==> src/rtl/mem_bus_pkg.sv <==
// Shared definitions for the two-master RAM / memory-mapped I/O arbiter.
// Bus commands, FSM states, I/O addresses and the address decoder.
package mem_bus_pkg;

    localparam logic [1:0] MREAD  = 2'd1;
    localparam logic [1:0] MNONE  = 2'd2;
    localparam logic [1:0] MWRITE = 2'd3;

    localparam logic [8:0] LED_ADDR = 9'h100;
    localparam logic [8:0] SW_ADDR  = 9'h140;

    typedef enum logic [1:0] {
        IDLE,
        ACCESS,
        RESP
    } state_t;

    typedef enum logic [1:0] {
        T_RAM,
        T_LED,
        T_SW,
        T_NONE
    } addr_target_t;

    function automatic logic cmd_valid(input logic [1:0] c);
        return (c == MREAD) || (c == MWRITE);
    endfunction

    // RAM owns the whole lower half; the upper half is sparse I/O.
    function automatic addr_target_t decode(input logic [8:0] a);
        if (!a[8]) begin
            return T_RAM;
        end
        if (a == LED_ADDR) begin
            return T_LED;
        end
        if (a == SW_ADDR) begin
            return T_SW;
        end
        return T_NONE;
    endfunction

endpackage

==> src/rtl/mem_bus_arbiter_rr_arb2.sv <==
// Two-way round-robin pick: ptr names the requester favoured on a tie.
// Purely combinational; the pointer register lives in the parent.
module rr_arb2 (
    input  logic [1:0] valid_i,
    input  logic       ptr_i,
    output logic [1:0] win_o
);

    always_comb begin
        win_o = 2'b00;
        case (valid_i)
            2'b01:   win_o = 2'b01;
            2'b10:   win_o = 2'b10;
            2'b11:   win_o = ptr_i ? 2'b10 : 2'b01;
            default: win_o = 2'b00;
        endcase
    end

endmodule

==> src/rtl/mem_bus_arbiter.sv <==
// Arbitrates CPU and loader access to the shared RAM, LED and switches
// through a fixed IDLE -> ACCESS -> RESP sequence per transaction.
module mem_bus_arbiter
    import mem_bus_pkg::*;
#(
    parameter int DATA_W = 16,
    parameter int ADDR_W = 9,
    parameter int RAM_AW = 8,
    parameter int IO_W   = 8
) (
    input  logic              clk,
    input  logic              reset,
    input  logic [1:0]        req,
    input  logic [1:0]        cmd0,
    input  logic [1:0]        cmd1,
    input  logic [ADDR_W-1:0] addr0,
    input  logic [ADDR_W-1:0] addr1,
    input  logic [DATA_W-1:0] wdata0,
    input  logic [DATA_W-1:0] wdata1,
    output logic [1:0]        gnt,
    output logic [1:0]        ack,
    output logic [DATA_W-1:0] rdata,
    output logic              bad_addr,
    output logic [RAM_AW-1:0] ram_addr,
    output logic              ram_write,
    output logic [DATA_W-1:0] ram_din,
    input  logic [DATA_W-1:0] ram_dout,
    input  logic [IO_W-1:0]   sw,
    output logic [IO_W-1:0]   ledr
);

    state_t              state_q, state_d;
    logic                rr_q, rr_d;
    logic                wid_q, wid_d;
    logic [1:0]          cmd_q, cmd_d;
    logic [ADDR_W-1:0]   addr_q, addr_d;
    logic [DATA_W-1:0]   wdata_q, wdata_d;
    logic [IO_W-1:0]     led_q, led_d;
    logic [IO_W-1:0]     sw_q, sw_d;
    logic [DATA_W-1:0]   rdata_q, rdata_d;

    logic [1:0]          valid;
    logic [1:0]          win;
    addr_target_t        tgt;

    assign valid[0] = req[0] & cmd_valid(cmd0);
    assign valid[1] = req[1] & cmd_valid(cmd1);
    assign tgt      = decode(addr_q);
    assign ledr     = led_q;

    rr_arb2 u_arb (
        .valid_i (valid),
        .ptr_i   (rr_q),
        .win_o   (win)
    );

    always_ff @(posedge clk or negedge reset) begin
        if (!reset) begin
            state_q <= IDLE;
            rr_q    <= 1'b0;
            wid_q   <= 1'b0;
            cmd_q   <= MNONE;
            addr_q  <= '0;
            wdata_q <= '0;
            led_q   <= '0;
            sw_q    <= '0;
            rdata_q <= '0;
        end else begin
            state_q <= state_d;
            rr_q    <= rr_d;
            wid_q   <= wid_d;
            cmd_q   <= cmd_d;
            addr_q  <= addr_d;
            wdata_q <= wdata_d;
            led_q   <= led_d;
            sw_q    <= sw_d;
            rdata_q <= rdata_d;
        end
    end

    always_comb begin
        state_d   = state_q;
        rr_d      = rr_q;
        wid_d     = wid_q;
        cmd_d     = cmd_q;
        addr_d    = addr_q;
        wdata_d   = wdata_q;
        led_d     = led_q;
        sw_d      = sw_q;
        rdata_d   = rdata_q;
        gnt       = 2'b00;
        ack       = 2'b00;
        bad_addr  = 1'b0;
        ram_addr  = '0;
        ram_write = 1'b0;
        ram_din   = '0;
        rdata     = rdata_q;

        unique case (state_q)
            IDLE: begin
                // Grant is combinational, so it must be masked while in reset.
                if (reset && (win != 2'b00)) begin
                    gnt     = win;
                    wid_d   = win[1];
                    cmd_d   = win[1] ? cmd1 : cmd0;
                    addr_d  = win[1] ? addr1 : addr0;
                    wdata_d = win[1] ? wdata1 : wdata0;
                    rr_d    = ~win[1];
                    state_d = ACCESS;
                end
            end
            ACCESS: begin
                if (tgt == T_RAM) begin
                    ram_addr  = addr_q[RAM_AW-1:0];
                    ram_din   = wdata_q;
                    ram_write = (cmd_q == MWRITE);
                end
                if ((cmd_q == MWRITE) && (tgt == T_LED)) begin
                    led_d = wdata_q[IO_W-1:0];
                end
                sw_d    = sw;
                state_d = RESP;
            end
            RESP: begin
                ack = wid_q ? 2'b10 : 2'b01;
                if (cmd_q == MREAD) begin
                    unique case (tgt)
                        T_RAM:   rdata_d = ram_dout;
                        T_LED:   rdata_d = {{(DATA_W-IO_W){1'b0}}, led_q};
                        T_SW:    rdata_d = {{(DATA_W-IO_W){1'b0}}, sw_q};
                        default: begin
                            rdata_d  = '0;
                            bad_addr = 1'b1;
                        end
                    endcase
                    // RAM data only arrives this cycle, so bypass the register.
                    rdata = rdata_d;
                end else begin
                    bad_addr = (tgt == T_NONE);
                end
                state_d = IDLE;
            end
            default: state_d = IDLE;
        endcase
    end

endmodule

==> config.mk <==
export PLATFORM = sky130hd
export DESIGN_NAME = mem_bus_arbiter
export DESIGN_NICKNAME = d
export VERILOG_FILES = /design/src/rtl/mem_bus_pkg.sv /design/src/rtl/mem_bus_arbiter_rr_arb2.sv /design/src/rtl/mem_bus_arbiter.sv
export SDC_FILE = /design/constraint.sdc
export NUM_CORES = 1
export LEC_CHECK = 0
export BUFFER_PORTS_ARGS = -buffer_cell sky130_fd_sc_hd__buf_2
export CAP_MARGIN = 20
export CORE_MARGIN = 4
export CORE_UTILIZATION = 40
export DETAILED_ROUTE_END_ITERATION = 8
export PLACE_DENSITY = 0.69
export SLEW_MARGIN = 20
export SYNTH_ARGS = -nofsm -noshare
export SYNTH_HDL_FRONTEND = slang
export SYNTH_SLANG_ARGS = --single-unit
==> constraint.sdc <==
create_clock -name clk -period 4.3 [get_ports clk]
set_input_delay 0.43 -clock clk [delete_from_list [all_inputs] [get_ports clk]]
set_output_delay 0.43 -clock clk [all_outputs]
set_load 0.03 [all_outputs]
==> reports/metrics.yaml, run 1 <==
top_layer_used: "met4"
synthDistinctLibCells: 32
cts_tree: "done"
synthesis.area_um2: 3210
worst-r2r-setup-slack_ns: 1.99
grt_pass1_wl_um: 15400
routedLengthMet1_um: 4400
critPathRequiredTime_ns: 3.87
synth_top_family_by_area: "simple AND/OR/NAND/NOR gates"
routabilityCongestion: 0.785
synth_compound_gate_area_share_pct: 16.0
drc_errors: 0
ant_nets: 0
ys_seq_elements: 63
postCtsSetupRepairBufs: 0
die_h_um: 97.6
dr.pass1.iters: 5
p_leak_nw: 2.06
period_share_pct: 64.1
place_inst: 543
end_kind: "output pin"
clk_latency_ns: 0.34
r2r_start: "state_q[1]"
diodes: 0
portBuffers: 135
fin_area_um2: 4250
slew_violations: 0
layout_commonest_cell: "buf_2"
dp_hpwl_um: 6620
fin_cells: 560
cp.arrival_ns: 2.33
fin_skew_ns: 0.0142
grt_pass1_vias: 2994
wl_met3_um: 864
vias: 3038
synth_fa_ha_area_share_pct: 0
ff2ff_path_depth: 4
whs_ns: 0.295
coreArea_um2: 7770
drt-wirelength-per-cell_um: 16.9
gr-total-overflow: 0
netlist_instances: 329
start_util_pct: 41.4
die_area_um2: 9530
period_minus_slack_ns: 2.76
startpoint_type: "flip-flop"
timing.fmax_mhz: 363
synth_xor_area_share_pct: 0
area_delta_synth_final_pct: 32.2
drt-total-wl_um: 9470
ios: 136
reg2reg_to: "wdata_q[15]"
nets: 535
avgSynthCellArea_um2: 9.77
dpl_cell_area_um2: 3970
layout_common_cells: "buf_2, dfrtp_1, a31oi_1"
dr.first_iter.drc_count: 143
drive_gt1_share_pct: 41.3
ff_latch_area_um2: 1580
hold_violations: 0
path_max_fanout: 21
drt-vias-per-instance: 5.43
synthSimpleGateAreaFrac_pct: 22.9
root_buffer: "clkbuf_8"
power.density_nw_per_um2: 528
setup_ws_ns: 1.54
maxCapViolations: 0
slew_headroom_pct: 27.3
worst_pin_slew_ns: 1.09
tns_ns: 0
rsz0062_at_grt: "no"
cts_inserted_buffers: 9
setup_viol: 0
rows: 32
ir_worst_vdd_mv: 0.229
path_clk_slew_ns: 0.08
outcome: "completed"
path_class: "flip-flop to output pin"
hold_path_class: "input pin to asynchronous set/reset pin"
cts_buffer_depth: 2
die_w_um: 97.6
cts.sinks: 63
synth_seq_area_share_pct: 49.1
ctsResizeCount: 0
htreeDepth: 3
antenna_found_initial: 0
synth_nets: 411
multi_input_area_um2: 1540
route.met2.wl_um: 4110
grt_usage_pct: 19.8
fill_cells: 738
pre_cts_ws_ns: 1.86
muxShareOfSynthArea_pct: 8.41
grt_max_degree: 64
ctsHoldBuffers: 0
ys_warn_count: 0
-- Yosys cell counts --
master / instances / area share, %
nand3_1: 33 / 5.1
and2_1: 25 / 4.9
nand3b_1: 10 / 2.3
buf_1: 1 / 0.12
nand2b_1: 8 / 1.6
and2_2: 1 / 0.23
a22o_1: 1 / 0.27
nand4bb_1: 1 / 0.35
buf_2: 6 / 0.93
clkbuf_1: 22 / 2.6
or2_2: 1 / 0.19
nor2b_1: 2 / 0.39
and3_1: 2 / 0.39
nor4b_4: 1 / 0.74
nor2_1: 8 / 0.93
nand4_4: 1 / 0.66
nand4_1: 1 / 0.19
mux2_2: 24 / 8.4
and3b_1: 3 / 0.82
a41oi_1: 1 / 0.27
dfrtp_1: 62 / 48
nor3_1: 1 / 0.16
nand2_1: 18 / 2.1
a21oi_1: 28 / 4.4
a31oi_1: 36 / 7.0
dfstp_2: 1 / 0.82
nor4_4: 1 / 0.66
nor4bb_1: 1 / 0.31
nor3b_1: 1 / 0.23
nor3b_2: 1 / 0.39
o21ai_0: 26 / 4.0
and4_1: 1 / 0.27
-- worst max path at each step --
stage | startpoint | end | slack [ns] | cells past startpoint
6_report | addr_q[8] | rdata[4] | 1.54 | 4
4_1_cts | state_q[0] | rdata[0] | 1.49 | 4
5_1_grt | addr_q[8] | rdata[5] | 1.32 | 4
3_5_place_dp | state_q[0] | rdata[0] | 1.86 | 4
3_3_place_gp | state_q[0] | rdata[3] | 1.88 | 4
2_1_floorplan | addr_q[3] | rdata[7] | 2.20 | 3
-- per-stage QoR --
stage               power, mW  utilization [%]
floorplan                1.33                -
global placement         1.54             51.1
detailed placement       1.56             51.1
CTS                      2.26             54.6
global route             2.37             54.7
finish                   2.24             54.7
-- worst max-delay path, stage by stage, from the launching register on --
cell and delay (ns):
dfrtp_1 0.71, nor4b_4 0.58, nand3_1 0.19, a31oi_1 0.26, buf_2 0.24
-- cells by family after synthesis --
family	after synthesis
and+or+nand+nor	121
muxes	24
buffers and inverters	29
AOI/OAI and AO/OA	92
DFF	63
-- flip-flops by register name, summed over array words and instances (netlist names) --
signal,cells
rdata_q,16
wdata_q,16
addr_q,9
ledr,8
sw_q,8
cmd_q,2
state_q,2
rr_q,1
wid_q,1
-- where the power goes --
group	total (mW)	leakage, nW	internal (mW)	switching [mW]
Clock	0.695	0.134	0.461	0.234
Combinational	0.672	1.18	0.247	0.425
Sequential	0.875	0.744	0.758	0.117
Total	2.24	2.06	1.47	0.776
-- routing by layer --
layer	track usage (%)	vias up
met4	3.83	0
met2	30.5	151
met1	27.4	1435
met3	6.75	11
li1	-	1441
met5	0	-
-- area by class of cell --
class | instances | area share (%)
clock buffer | 11 | 3.33
clock inverter | 5 | 3.03
tap | 102 | 3.00
timing repair buffer | 142 | 17.2
sequential | 63 | 37.1
multi-input combinational | 237 | 36.3
Note: power is estimated with default switching activity, not from simulation.
==> run 2, diff against run 1 <==
Clock period 4.3 ns to 2.88 ns, I/O delays scaled along.
==> run 2 against run 1 <==
Net effect: first-iteration DRC count up 48%; sequential power up 47%; sequential share of layout area up 0.90 points; combinational power up 52%; critical path depth unchanged; critical endpoint is now rdata[1]; highest routed layer unchanged.
==> reports/metrics.yaml, run 2 (synthesis gave the netlist of run 1 again) <==
drc_errors: 0  # unchanged
slew_headroom_pct: 44.1  # was 27.3%
grt_pass1_vias: 3067  # was 2994
ctsResizeCount: 0  # unchanged
postCtsSetupRepairBufs: 0  # unchanged
hold_path_class: "input pin to asynchronous set/reset pin"  # unchanged
pre_cts_ws_ns: 0.849  # was 1.86 ns
grt_usage_pct: 19.8  # about the same
worst_pin_slew_ns: 0.839  # was 1.09 ns
crit_path_cell_trace: "nor4_4 -> nand3_1 -> a31oi_1 -> buf_2"  # was nor4b_4 -> nand3_1 -> a31oi_1 -> buf_2
top_regs: "rdata_q: 16 flops, wdata_q: 16 flops, addr_q: 9 flops"  # unchanged
maxCapViolations: 0  # unchanged
rows: 32  # unchanged
ios: 136  # unchanged
dr.pass1.iters: 4  # was 5
nets: 538  # was 535
ant_nets: 0  # unchanged
ir_worst_vdd_mv: 0.272  # was 0.229 mV
portBuffers: 135  # unchanged
dr.first_iter.drc_count: 211  # was 143
drive_gt1_share_pct: 41.3  # unchanged
hold_violations: 0  # unchanged
die_w_um: 97.6  # unchanged
period_share_pct: 81.7
rsz0062_at_grt: "no"  # unchanged
p_leak_nw: 2.02  # was 2.06 nW
dp_hpwl_um: 6700  # was 6620 um
cts_inserted_buffers: 9  # unchanged
grt_max_degree: 64  # unchanged
fill_cells: 759  # was 738
root_buffer: "clkbuf_8"  # unchanged
setup_ws_ns: 0.528  # was 1.54 ns
cp.arrival_ns: 2.06  # was 2.33 ns
path_clk_slew_ns: 0.06  # was 0.08 ns
layout_commonest_cell: "buf_2"  # unchanged
cts_buffer_depth: 2  # unchanged
area_delta_synth_final_pct: 29.1  # was 32.2%
htreeDepth: 3  # unchanged
end_kind: "output pin"  # unchanged
startpoint_type: "flip-flop"  # unchanged
power.density_nw_per_um2: 707  # was 528 nW/um^2
routabilityCongestion: 0.829  # was 0.785
drt-total-wl_um: 9250  # was 9470 um
diodes: 0  # unchanged
timing.fmax_mhz: 425
die_area_um2: 9530  # unchanged
layout_common_cells: "buf_2, dfrtp_1, a31oi_1"  # unchanged
start_util_pct: 41.4  # unchanged
slowest_stage: "nor4_4"  # was dfrtp_1
gr-total-overflow: 0  # unchanged
drt-vias-per-instance: 5.42  # was 5.43
coreArea_um2: 7770  # unchanged
outcome: "completed"  # unchanged
fin_skew_ns: 0.00539  # was 0.0142 ns
critPathRequiredTime_ns: 2.59  # was 3.87 ns
crit_path_max_incr_delay_ns: 0.64  # was 0.71 ns
cts_tree: "done"  # unchanged
cts.sinks: 63  # unchanged
path_class: "flip-flop to output pin"  # unchanged
tns_ns: 0  # unchanged
setup_viol: 0  # unchanged
path_max_fanout: 10  # was 21
slew_violations: 0  # unchanged
die_h_um: 97.6  # unchanged
period_minus_slack_ns: 2.35
grt_pass1_wl_um: 15300  # was 15400 um
drt-wirelength-per-cell_um: 16.5  # was 16.9 um
clk_latency_ns: 0.32  # was 0.34 ns
antenna_found_initial: 0  # unchanged
vias: 3036  # was 3038
total_power_mw: 2.94  # was 2.24 mW
ctsHoldBuffers: 0  # unchanged
## run 2: stage by stage
stage,instance area [um^2],util (%),cells,hold WS (ns)
detailed placement,4000,51.5,547,0.451
CTS,4150,53.4,560,0.176
finish,4150,53.4,560,0.185
global route,4150,53.4,560,0.179
global placement,4000,51.5,547,0.447
floorplan,3210,-,329,-0.00759
## run 2: layout make-up
class | count | area [um^2] | share of cell area (%)
sequential | 63 | 1580 | 38.0
multi-input combinational | 237 | 1540 | 37.2
timing repair buffer | 145 | 751 | 18.1
clock buffer | 11 | 141 | 3.41
tap | 102 | 128 | 3.08
clock inverter | 2 | 10.0 | 0.241
## run 2: worst paths after layout
kind                             startpoint          end  slack, ns  depth (start not counted)
worst max-delay path              addr_q[3]     rdata[1]       0.53                          4
worst min-delay path                  reset      sw_q[4]       0.19                          2
worst max register to register    addr_q[3]      ledr[4]       1.07                          3
worst min register to register  rdata_q[10]  rdata_q[10]       0.46                          2
max in group asynchronous             reset        wid_q       2.18                          2
min in group clk                      sw[5]      sw_q[5]       0.19                          2
## run 2: routing by layer
layer | track usage (%) | vias to the layer above | part of all wire (%)
met3 | 6.46 | 4 | 8.5
met1 | 26.9 | 1452 | 45
met5 | 0 | - | 0
met2 | 31.2 | 133 | 46
met4 | 3.51 | 0 | 0.49
li1 | - | 1447 | -
## run 2: where the power goes
group	internal, mW	switching (mW)	total [mW]
Combinational	0.375	0.648	1.02
Sequential	1.13	0.157	1.29
Clock	0.319	0.305	0.623
Total	1.83	1.11	2.94
## run 2: critical path: cells and delay by family (launching register included)
kind	cells	cell delay, ns
AOI/OAI and AO/OA	1	0.26
buffers and inverters	1	0.24
DFF	1	0.42
and+or+nand+nor	2	0.81
==> run 3, diff against run 2 <==
Clock period 2.88 ns to 2.43 ns, I/O delays scaled along.
==> run 3 against run 2 <==
Net effect: register-to-register slack got worse by 0.38 ns; final cell count is 1.3% higher; die area unchanged; largest power group unchanged.
==> reports/metrics.yaml, run 3 (synthesis gave the netlist of run 1 again) <==
fin_cells: 567  # was 560
cts_tree: "done"  # unchanged
gr-total-overflow: 0  # unchanged
postCtsSetupRepairBufs: 0  # unchanged
end_kind: "output pin"  # unchanged
ff2ff_path_depth: 3  # unchanged
critPathRequiredTime_ns: 2.19  # was 2.59 ns
hold_path_class: "input pin to asynchronous set/reset pin"  # unchanged
power.density_nw_per_um2: 893  # was 707 nW/um^2
drt-wirelength-per-cell_um: 16.7  # was 16.5 um
worst_pin_slew_ns: 0.806  # was 0.839 ns
top_regs: "rdata_q: 16 flops, wdata_q: 16 flops, addr_q: 9 flops"  # unchanged
htreeDepth: 3  # unchanged
path_class: "flip-flop to output pin"  # unchanged
cts_inserted_buffers: 9  # unchanged
portBuffers: 135  # unchanged
cts_buffer_depth: 2  # unchanged
coreArea_um2: 7770  # unchanged
p_switching_mw: 1.36  # was 1.11 mW
r2r_start: "addr_q[0]"  # was addr_q[3]
drive_gt1_share_pct: 42.4  # was 41.3%
start_util_pct: 41.4  # unchanged
period_minus_slack_ns: 2.26
maxCapViolations: 0  # unchanged
grt_pass1_vias: 3104  # was 3067
tns_ns: 0  # unchanged
slew_violations: 0  # unchanged
antenna_found_initial: 0  # unchanged
layout_common_cells: "buf_2, dfrtp_1, a31oi_1"  # unchanged
grt_pass1_wl_um: 15400  # was 15300 um
area_delta_synth_final_pct: 32.7  # was 29.1%
fin_skew_ns: 0.00794  # was 0.00539 ns
total_power_mw: 3.81  # was 2.94 mW
period_share_pct: 93.1
path_max_fanout: 8  # was 10
die_w_um: 97.6  # unchanged
grt_usage_pct: 20.0  # was 19.8%
drt-vias-per-instance: 5.40  # was 5.42
ctsResizeCount: 0  # unchanged
reg2reg_to: "ledr[2]"  # was ledr[4]
p_leak_nw: 2.08  # was 2.02 nW
rows: 32  # unchanged
vias: 3064  # was 3036
ant_nets: 0  # unchanged
slew_headroom_pct: 46.2  # was 44.1%
drt-total-wl_um: 9450  # was 9250 um
die_h_um: 97.6  # unchanged
hold_violations: 0  # unchanged
grt_max_degree: 64  # unchanged
dp_hpwl_um: 6910  # was 6700 um
startpoint_type: "flip-flop"  # unchanged
worst-r2r-setup-slack_ns: 0.69  # was 1.07 ns
routabilityCongestion: 0.823  # was 0.829
setup_viol: 0  # unchanged
cell_internal_pwr_mw: 2.45  # was 1.83 mW
path_clk_slew_ns: 0.07  # was 0.06 ns
combPwrFrac_pct: 32.2  # was 34.8%
diodes: 0  # unchanged
ir_worst_vdd_mv: 0.354  # was 0.272 mV
ios: 136  # unchanged
drc_errors: 0  # unchanged
ctsHoldBuffers: 0  # unchanged
nets: 543  # was 538
pwr-share-clk_pct: 27.7  # was 21.2%
clk_latency_ns: 0.33  # was 0.32 ns
rsz0062_at_grt: "no"  # unchanged
root_buffer: "clkbuf_8"  # unchanged
place_inst: 552  # was 547
cp.arrival_ns: 2.02  # was 2.06 ns
layout_commonest_cell: "buf_2"  # unchanged
switching_share_pct: 35.7  # was 37.8%
timing.fmax_mhz: 442
cts.sinks: 63  # unchanged
dr.pass1.iters: 4  # unchanged
outcome: "completed"  # unchanged
dr.first_iter.drc_count: 119  # was 211
p_seq_share_pct: 40.1  # was 43.9%
finish.utilization_pct: 54.9  # was 53.4%
die_area_um2: 9530  # unchanged
-- run 3: layout make-up --
type,instances,area [um^2]
Timing Repair Buffer,150,788
Sequential cell,63,1580
Multi-Input combinational cell,237,1540
Clock buffer,12,165
Clock inverter,3,65.1
Tap cell,102,128
Fill cell,747,3500
-- run 3: worst max path at each step --
stage	from	end	cells after the start
after floorplan	addr_q[3]	rdata[7]	3
after global placement	addr_q[0]	rdata[5]	4
after detailed placement	addr_q[0]	rdata[0]	4
after CTS	addr_q[0]	rdata[0]	4
after global routing	addr_q[0]	rdata[3]	4
final	addr_q[0]	rdata[0]	4
-- run 3: worst max-delay path: stages, from the launching register on --
cell and delay (ns):
dfrtp_1 0.43, nor4b_4 0.61, nand3_1 0.16, a31oi_1 0.25, buf_2 0.24
-- run 3: power groups by stage --
stage               clock network (mW)  registers (mW)  logic (mW)
floorplan                            0            1.47       0.873
global placement                     0            1.53        1.22
detailed placement                   0            1.55        1.23
CTS                               1.08            1.53        1.24
global route                      1.13            1.56        1.34
finish                            1.06            1.53        1.23
-- run 3: metal layers --
layer / share of wire, % / track usage, % / vias up / routed length, um
li1: - / - / 1461 / -
met1: 46 / 27.7 / 1445 / 4370
met2: 45 / 31.3 / 147 / 4270
met3: 7.1 / 4.02 / 11 / 671
met4: 1.3 / 6.82 / 0 / 126
met5: 0 / 0 / - / 0
-- run 3: through the flow --
step / worst slack (ns) / hold slack, ns / instance area (um^2)
after floorplan: 0.515 / -0.0526 / 3210
after global placement: 0.609 / 0.443 / 4040
after detailed placement: 0.528 / 0.452 / 4040
after CTS: 0.155 / 0.122 / 4270
after global routing: 0.0321 / 0.125 / 4270
final: 0.168 / 0.121 / 4270
